<file path="config.mk">
export PLATFORM = sky130hd
export DESIGN_NAME = snake_dir_ctrl
export DESIGN_NICKNAME = d
export VERILOG_FILES = /design/src/rtl/snake_dir_ctrl_pkg.sv /design/src/rtl/dir_fifo.sv /design/src/rtl/snake_dir_ctrl.sv
export SDC_FILE = /design/constraint.sdc
export NUM_CORES = 1
export LEC_CHECK = 0
export ABC_AREA = 1
export CAP_MARGIN = 20
export CORE_ASPECT_RATIO = 0.8
export CORE_UTILIZATION = 60
export DETAILED_ROUTE_END_ITERATION = 10
export DONT_BUFFER_PORTS = 1
export PLACE_DENSITY = 0.76
export SLEW_MARGIN = 40
export SYNTH_ARGS = -nofsm -noshare
export SYNTH_HDL_FRONTEND = slang
export SYNTH_HIERARCHICAL = 1
export SYNTH_SLANG_ARGS = --single-unit
</file>
<file path="constraint.sdc">
create_clock -name clk -period 3.3 [get_ports clk]
set_input_delay 0.495 -clock clk [delete_from_list [all_inputs] [get_ports clk]]
set_output_delay 0.495 -clock clk [all_outputs]
set_load 0.02 [all_outputs]
</file>
<file path="src/rtl/snake_dir_ctrl_pkg.sv">
// Shared direction/state codes and helpers for the snake heading controller.
package snake_dir_ctrl_pkg;

  typedef logic [1:0] dir_t;

  localparam dir_t DIR_UP    = 2'b00;
  localparam dir_t DIR_DOWN  = 2'b01;
  localparam dir_t DIR_LEFT  = 2'b10;
  localparam dir_t DIR_RIGHT = 2'b11;

  typedef enum logic [1:0] {
    ST_IDLE  = 2'b00,
    ST_RUN   = 2'b01,
    ST_PAUSE = 2'b10,
    ST_OVER  = 2'b11
  } state_t;

  // Opposite pairs differ only in bit 0.
  function automatic dir_t opposite(input dir_t d);
    return {d[1], ~d[0]};
  endfunction

endpackage

</file>
<file path="src/rtl/dir_fifo.sv">
// Circular buffer of queued headings with flush; exposes both head and tail entries.
module dir_fifo
  import snake_dir_ctrl_pkg::*;
#(
  parameter int unsigned Depth = 2,
  localparam int unsigned PtrW = $clog2(Depth),
  localparam int unsigned CntW = $clog2(Depth) + 1
) (
  input  logic            clk_i,
  input  logic            rst_ni,
  input  logic            flush_i,
  input  logic            push_i,
  input  logic            pop_i,
  input  dir_t            data_i,
  output dir_t            head_o,
  output dir_t            tail_o,
  output logic            full_o,
  output logic            empty_o,
  output logic [CntW-1:0] count_o
);

  dir_t            mem_q [Depth];
  logic [PtrW-1:0] rd_q, wr_q;
  logic [CntW-1:0] count_q;
  logic            do_push, do_pop;

  assign empty_o = (count_q == '0);
  assign full_o  = (count_q == CntW'(Depth));
  assign head_o  = mem_q[rd_q];
  assign tail_o  = mem_q[wr_q - PtrW'(1)];
  assign count_o = count_q;

  assign do_pop  = pop_i & ~empty_o;
  // A pop in the same cycle frees the slot being written.
  assign do_push = push_i & (~full_o | do_pop);

  always_ff @(posedge clk_i or negedge rst_ni) begin
    if (!rst_ni) begin
      rd_q    <= '0;
      wr_q    <= '0;
      count_q <= '0;
      for (int i = 0; i < int'(Depth); i++) mem_q[i] <= DIR_UP;
    end else if (flush_i) begin
      rd_q    <= '0;
      wr_q    <= '0;
      count_q <= '0;
    end else begin
      if (do_push) begin
        mem_q[wr_q] <= data_i;
        wr_q        <= wr_q + PtrW'(1);
      end
      if (do_pop) rd_q <= rd_q + PtrW'(1);
      unique case ({do_push, do_pop})
        2'b10:   count_q <= count_q + CntW'(1);
        2'b01:   count_q <= count_q - CntW'(1);
        default: count_q <= count_q;
      endcase
    end
  end

endmodule

</file>
<file path="src/rtl/snake_dir_ctrl.sv">
// Run-state FSM, turn-request filter and step strobe for the snake; turns are queued in dir_fifo.
module snake_dir_ctrl
  import snake_dir_ctrl_pkg::*;
#(
  parameter int unsigned QDEPTH   = 2,
  parameter logic [1:0]  INIT_DIR = 2'b11,
  localparam int unsigned CntW    = $clog2(QDEPTH) + 1
) (
  input  logic            clk,
  input  logic            rst_n,
  input  logic [3:0]      button_pulse,
  input  logic            move_tick,
  input  logic            start_pulse,
  input  logic            pause_pulse,
  input  logic            game_over,
  output logic [1:0]      dir,
  output logic            step,
  output logic [1:0]      state,
  output logic [CntW-1:0] q_count,
  output logic [7:0]      drop_cnt
);

  state_t state_q, state_d;
  dir_t   dir_q;
  logic   step_q;
  logic [7:0] drop_q;

  logic   req_valid;
  dir_t   req_dir;
  logic [2:0] n_set, losers, drops;
  logic [8:0] drop_sum;
  logic   run, tick_ok, pop, push, reject, room, enter_idle;
  dir_t   head, tail, ref_dir;
  logic   fifo_full, fifo_empty;

  always_comb begin
    req_valid = 1'b1;
    req_dir   = DIR_RIGHT;
    if (button_pulse[0])      req_dir = DIR_UP;
    else if (button_pulse[1]) req_dir = DIR_DOWN;
    else if (button_pulse[2]) req_dir = DIR_LEFT;
    else if (button_pulse[3]) req_dir = DIR_RIGHT;
    else                      req_valid = 1'b0;
  end

  assign n_set  = 3'(button_pulse[0]) + 3'(button_pulse[1]) + 3'(button_pulse[2])
                + 3'(button_pulse[3]);
  assign losers = req_valid ? n_set - 3'd1 : 3'd0;

  assign run        = (state_q == ST_RUN);
  // Any state change in the same cycle suppresses the tick.
  assign tick_ok    = run & move_tick & ~game_over & ~pause_pulse;
  assign pop        = tick_ok & ~fifo_empty;
  assign ref_dir    = fifo_empty ? dir_q : tail;
  assign room       = ~fifo_full | pop;
  assign push       = req_valid & run & (req_dir != ref_dir)
                    & (req_dir != opposite(ref_dir)) & room;
  assign reject     = req_valid & ~push;
  assign drops      = losers + 3'(reject);
  assign drop_sum   = {1'b0, drop_q} + 9'(drops);
  assign enter_idle = (state_q == ST_OVER) & start_pulse;

  always_comb begin
    state_d = state_q;
    unique case (state_q)
      ST_IDLE:  if (start_pulse) state_d = ST_RUN;
      ST_RUN:   if (game_over) state_d = ST_OVER;
                else if (pause_pulse) state_d = ST_PAUSE;
      ST_PAUSE: if (game_over) state_d = ST_OVER;
                else if (pause_pulse) state_d = ST_RUN;
      ST_OVER:  if (start_pulse) state_d = ST_IDLE;
      default:  state_d = ST_IDLE;
    endcase
  end

  always_ff @(posedge clk or negedge rst_n) begin
    if (!rst_n) begin
      state_q <= ST_IDLE;
      dir_q   <= INIT_DIR;
      step_q  <= 1'b0;
      drop_q  <= 8'd0;
    end else begin
      state_q <= state_d;
      step_q  <= tick_ok;
      drop_q  <= drop_sum[8] ? 8'hff : drop_sum[7:0];
      if (enter_idle) dir_q <= INIT_DIR;
      else if (pop)   dir_q <= head;
    end
  end

  dir_fifo #(
    .Depth(QDEPTH)
  ) u_fifo (
    .clk_i   (clk),
    .rst_ni  (rst_n),
    .flush_i (enter_idle),
    .push_i  (push),
    .pop_i   (pop),
    .data_i  (req_dir),
    .head_o  (head),
    .tail_o  (tail),
    .full_o  (fifo_full),
    .empty_o (fifo_empty),
    .count_o (q_count)
  );

  assign dir      = dir_q;
  assign step     = step_q;
  assign state    = state_q;
  assign drop_cnt = drop_q;

endmodule

</file>
==> impl_metrics.json, run 1 <==
{
  "p_leak_nw": 0.8010,
  "fp.dieW_um": 55.91,
  "area_growth_pct": 5.112,
  "clock_latency_ns": 0.31,
  "r2r-start": "u_fifo/count_o[0]",
  "track_usage": 0.2341,
  "fill_cells": 192,
  "clkSinkCount": 21,
  "seqPwrFrac": 0.415,
  "ant_nets": 0,
  "ir_drop_mv": 0.6186,
  "place_area_um2": 1434,
  "comb_power_share": 0.495,
  "synth_area_um2": 1395,
  "wl_um": 2569,
  "hold_path.class": "in2async",
  "power.share.clock": 0.091,
  "worst_slack_ns": 0.3014,
  "multi_input_area_um2": 732.0,
  "finalInstanceArea_um2": 1466,
  "holdWs_ns": 0.1146,
  "wire_per_inst_um": 12.18,
  "cts_made_buffers": 3,
  "dieArea_um2": 2523,
  "clock_path_buffers": 2,
  "cp.arrival_ns": 3.25,
  "clock_skew_ns": 0.01034,
  "finalHoldViolCount": 0,
  "drc_errors": 0,
  "drt-initial-drc-count": 74,
  "cts_resized": 0,
  "period_share": 0.9087,
  "setup.worst_path.start_class": "flip-flop",
  "antenna_found_initial": 0,
  "initial_core_util": 0.6408,
  "setup_viol": 0,
  "design.core.area_um2": 2177,
  "switchingPower_w": 0.0007099,
  "cp-end-kind": "flip-flop",
  "r2r_end": "drop_cnt[4]",
  "r2r_slack_ns": 0.30,
  "power_density_nw_per_um2": 952.8,
  "tightestPinTransition_ns": 0.4727,
  "hpwl_um": 2059,
  "status": "finished clean",
  "cts_root_buffer": "clkbuf_4",
  "p_int_w": 0.0006874,
  "io_buffers": 0,
  "grt_pass1_vias": 1068,
  "grt_max_degree": 22,
  "syn-num-nets": 199,
  "register_area_um2": 528.0,
  "gp_congestion": 0.8169,
  "synthCells": 180,
  "crit_fanout": 6,
  "period_minus_slack_ns": 2.999,
  "tritoncts": "built",
  "avgViaCountPerCell": 5.332,
  "max_freq_ghz": 0.3335,
  "maxCapViolCount": 0,
  "slew-limit-headroom": 0.6849,
  "crit_type": "reg2reg",
  "rsz0062_at_grt": "false",
  "path_clk_slew_ns": 0.12,
  "die_h_um": 45.13,
  "post-place-ws_ns": 0.2890,
  "cts.htree.levels": 1,
  "syn_avg_cell_area_um2": 7.750,
  "vias": 1125,
  "fin_setup_tns_ns": 0,
  "grt_pass1_wl_um": 4533,
  "grt_overflow": 0,
  "ys.warnings.count": 6,
  "nets": 206,
  "reg2reg_depth": 17,
  "critical_path_required_ns": 3.55,
  "firstDrtPassIters": 4,
  "diodes": 0,
  "slew_violations": 0,
  "rows": 15,
  "swShare": 0.5080,
  "final_layout_size_suffix_gt1_frac": 0.1828,
  "ioPinCount": 25
}
-- power groups by stage --
stage | registers, W | clock network, W | logic [W]
after global placement | 0.000582 | 0 | 0.000654
after CTS | 0.000582 | 0.000131 | 0.000700
after global routing | 0.000596 | 0.000139 | 0.000809
final | 0.000580 | 0.000127 | 0.000691
after floorplan | 0.000566 | 0 | 0.000568
after detailed placement | 0.000587 | 0 | 0.000688
-- registers in the layout, indices dropped and copies added (netlist names) --
signal          cells
u_fifo/wr_q         1
step                1
state               2
u_fifo/mem_q        4
u_fifo/rd_q         1
drop_cnt            8
u_fifo/count_o      2
dir                 2
-- timing repair --
| action | 4_1_cts | 5_1_grt |
|---|---|---|
| hold buffers | 1 | 0 |
| endpoints found under the hold margin | 21 | 0 |
| buffers inserted | 0 | 0 |
-- per-stage QoR --
step / std cells / utilization / power (W)
global placement: 206 / 0.6586 / 0.001236
CTS: 211 / 0.6759 / 0.001414
finish: 211 / 0.6736 / 0.001397
global route: 211 / 0.6736 / 0.001544
floorplan: 180 / - / 0.001134
detailed placement: 206 / 0.6586 / 0.001275
-- worst max-delay path, stage by stage, from the launching register on --
cell	delay [ns]
dfrtp_1	0.57
inv_2	0.11
nand2_4	0.10
inv_1	0.05
inv_1	0.08
nand2_1	0.07
nand3_1	0.08
nand2_1	0.05
nor2_1	0.11
a21oi_1	0.08
ha_1	0.20
ha_1	0.30
inv_1	0.06
fa_1	0.46
o21bai_4	0.24
nand2_2	0.07
or2_0	0.20
nand3_1	0.08
-- final cells by class --
| type | count | share of cell area |
|---|---|---|
| Sequential cell | 21 | 0.3601 |
| Clock inverter | 1 | 0.003413 |
| Tap cell | 25 | 0.02133 |
| Timing Repair Buffer | 2 | 0.008532 |
| Inverter | 36 | 0.09215 |
| Multi-Input combinational cell | 123 | 0.4991 |
| Clock buffer | 3 | 0.01536 |
-- cell usage in the layout (no fill, tap or decap), types with 2 or more instances in the layout --
| master | instances |
|---|---|
| nand4_1 | 2 |
| nand3_2 | 3 |
| nand2_2 | 5 |
| dfstp_2 | 2 |
| nor2_1 | 7 |
| nand4_2 | 3 |
| nand2_1 | 48 |
| nand3_1 | 18 |
| dfrtp_1 | 19 |
| a21oi_1 | 5 |
| fa_1 | 2 |
| o21ai_1 | 11 |
| inv_1 | 28 |
| inv_2 | 8 |
| ha_1 | 7 |
| clkbuf_4 | 3 |
-- layer usage --
metal	vias up	part of all wire	track usage
met5	-	0	0
met4	0	0.0058	0.07317
met3	2	0.062	0.07163
met2	29	0.46	0.3735
met1	513	0.48	0.3123
li1	581	-	-
-- how the worst max path moves through the flow --
stage,cells after the start,end,startpoint
after global placement,12,drop_cnt[4],button_pulse[0]
after floorplan,12,drop_cnt[4],button_pulse[0]
after CTS,17,drop_cnt[4],u_fifo/count_o[0]
after global routing,17,drop_cnt[4],u_fifo/count_o[0]
final,17,drop_cnt[4],u_fifo/count_o[0]
after detailed placement,12,drop_cnt[4],button_pulse[0]
(Power assumes the default switching activity.)
==> run 2: changes to the inputs <==
Settings changed: CORE_MARGIN set to 4.
==> impl_metrics.json, run 2 (synthesis results as in run 1) <==
{
  "largest_reg_flops": 8,
  "cts_made_buffers": 3,
  "fin_setup_tns_ns": 0,
  "drc_errors": 0,
  "wl_um": 2693,
  "path_clk_slew_ns": 0.11,
  "max_freq_ghz": 0.3495,
  "firstDrtPassIters": 4,
  "status": "finished clean",
  "r2r-start": "state[0]",
  "avgViaCountPerCell": 5.188,
  "cp-end-kind": "flip-flop",
  "fin_cells": 213,
  "grt_pass1_vias": 1144,
  "cp.arrival_ns": 3.10,
  "final_cell_mix": "nand2_1, inv_1, dfrtp_1",
  "tritoncts": "built",
  "crit_fanout": 5,
  "slew_violations": 0,
  "critPathLaunch": "state[0]",
  "r2r_end": "drop_cnt[4]",
  "rows": 15,
  "gp_congestion": 0.8122,
  "clock_skew_ns": 0.004537,
  "r2r_slack_ns": 0.44,
  "tightestPinTransition_ns": 0.4289,
  "vias": 1105,
  "finalHoldViolCount": 0,
  "reg2reg_depth": 13,
  "cts_resized": 0,
  "grt_overflow": 0,
  "place_inst": 207,
  "grt_max_degree": 20,
  "drt-initial-drc-count": 70,
  "maxCapViolCount": 0,
  "slew-limit-headroom": 0.7141,
  "setup.worst_path.start_class": "flip-flop",
  "worst_slack_ns": 0.4391,
  "layout_commonest_cell": "nand2_1",
  "power_density_nw_per_um2": 954.9,
  "io_buffers": 0,
  "final_layout_size_suffix_gt1_frac": 0.1809,
  "hold_path.class": "in2async",
  "area_growth_pct": 6.278,
  "initial_core_util": 0.6408,
  "ioPinCount": 25,
  "grt_pass1_wl_um": 4933,
  "setup_viol": 0,
  "period_share": 0.8669,
  "cts_root_buffer": "clkbuf_4",
  "fp.dieW_um": 61.91,
  "clock_path_buffers": 2,
  "p_leak_nw": 0.8074,
  "design.core.area_um2": 2177,
  "crit_type": "reg2reg",
  "dieArea_um2": 3165,
  "ir_drop_mv": 0.7134,
  "nets": 208,
  "die_h_um": 51.13,
  "clock_latency_ns": 0.30,
  "post-place-ws_ns": 0.2814,
  "clkSinkCount": 21,
  "ant_nets": 0,
  "cp-endpoint": "drop_cnt[4]",
  "track_usage": 0.2094,
  "rsz0062_at_grt": "false",
  "hpwl_um": 2164,
  "wire_per_inst_um": 12.64,
  "antenna_found_initial": 0,
  "diodes": 0,
  "period_minus_slack_ns": 2.861,
  "critical_path_required_ns": 3.54,
  "cts.htree.levels": 1
}
==> run 2: how the worst min path moves through the flow <==
stage	to	cells past startpoint	slack [ns]
2_1_floorplan	drop_cnt[0]	0	0.20
3_3_place_gp	drop_cnt[7]	0	0.20
3_5_place_dp	drop_cnt[7]	0	0.20
4_1_cts	dir[1]	0	0.002
5_1_grt	drop_cnt[5]	1	0.12
6_report	drop_cnt[6]	1	0.11
==> run 2: repair_timing <==
item	4_1_cts	5_1_grt
endpoints found under the setup margin	0	0
hold endpoints to repair	19	2
setup buffers	0	0
hold buffers	1	1
==> run 2: worst max-delay path, cell delays in order (launching register included) <==
cell      delay (ns)
dfrtp_1         0.57
inv_2           0.10
nor2_2          0.14
nand4_2         0.14
nand2_1         0.13
a21oi_1         0.09
ha_1            0.22
ha_1            0.30
inv_1           0.06
fa_1            0.47
o21bai_4        0.24
nand2_2         0.07
or2_0           0.20
nand3_1         0.06
==> run 2: report_power, final <==
part	total, W	leakage, nW	internal, W	switching (W)
clock network	0.000123	0.0150	0.0000471	0.0000761
logic	0.000727	0.536	0.000279	0.000448
registers	0.000566	0.256	0.000374	0.000191
==> run 2: per-stage QoR <==
step	total power (W)	utilization	cell area (µm²)	hold slack, ns
finish	0.001416	0.6810	1483	0.1079
global route	0.001578	0.6810	1483	0.1153
CTS	0.001432	0.6787	1478	0.001857
detailed placement	0.001295	0.6621	1441	0.2000
global placement	0.001249	0.6621	1441	0.1999
floorplan	0.001134	-	1395	0.1994
==> run 2: metal layers <==
metal  track usage  share of wire  up-vias
met5             0              0        -
met2        0.3084           0.44       30
li1              -              -      588
met1        0.2889           0.48      483
met4       0.08127          0.012        0
met3       0.05556          0.069        4
==> run 2: area by class of cell <==
type	instances	area [µm²]
Multi-Input combinational cell	123	732.0
Fill cell	183	694.4
Sequential cell	21	528.0
Inverter	36	135.1
Tap cell	25	31.28
Timing Repair Buffer	4	30.03
Clock buffer	4	26.28
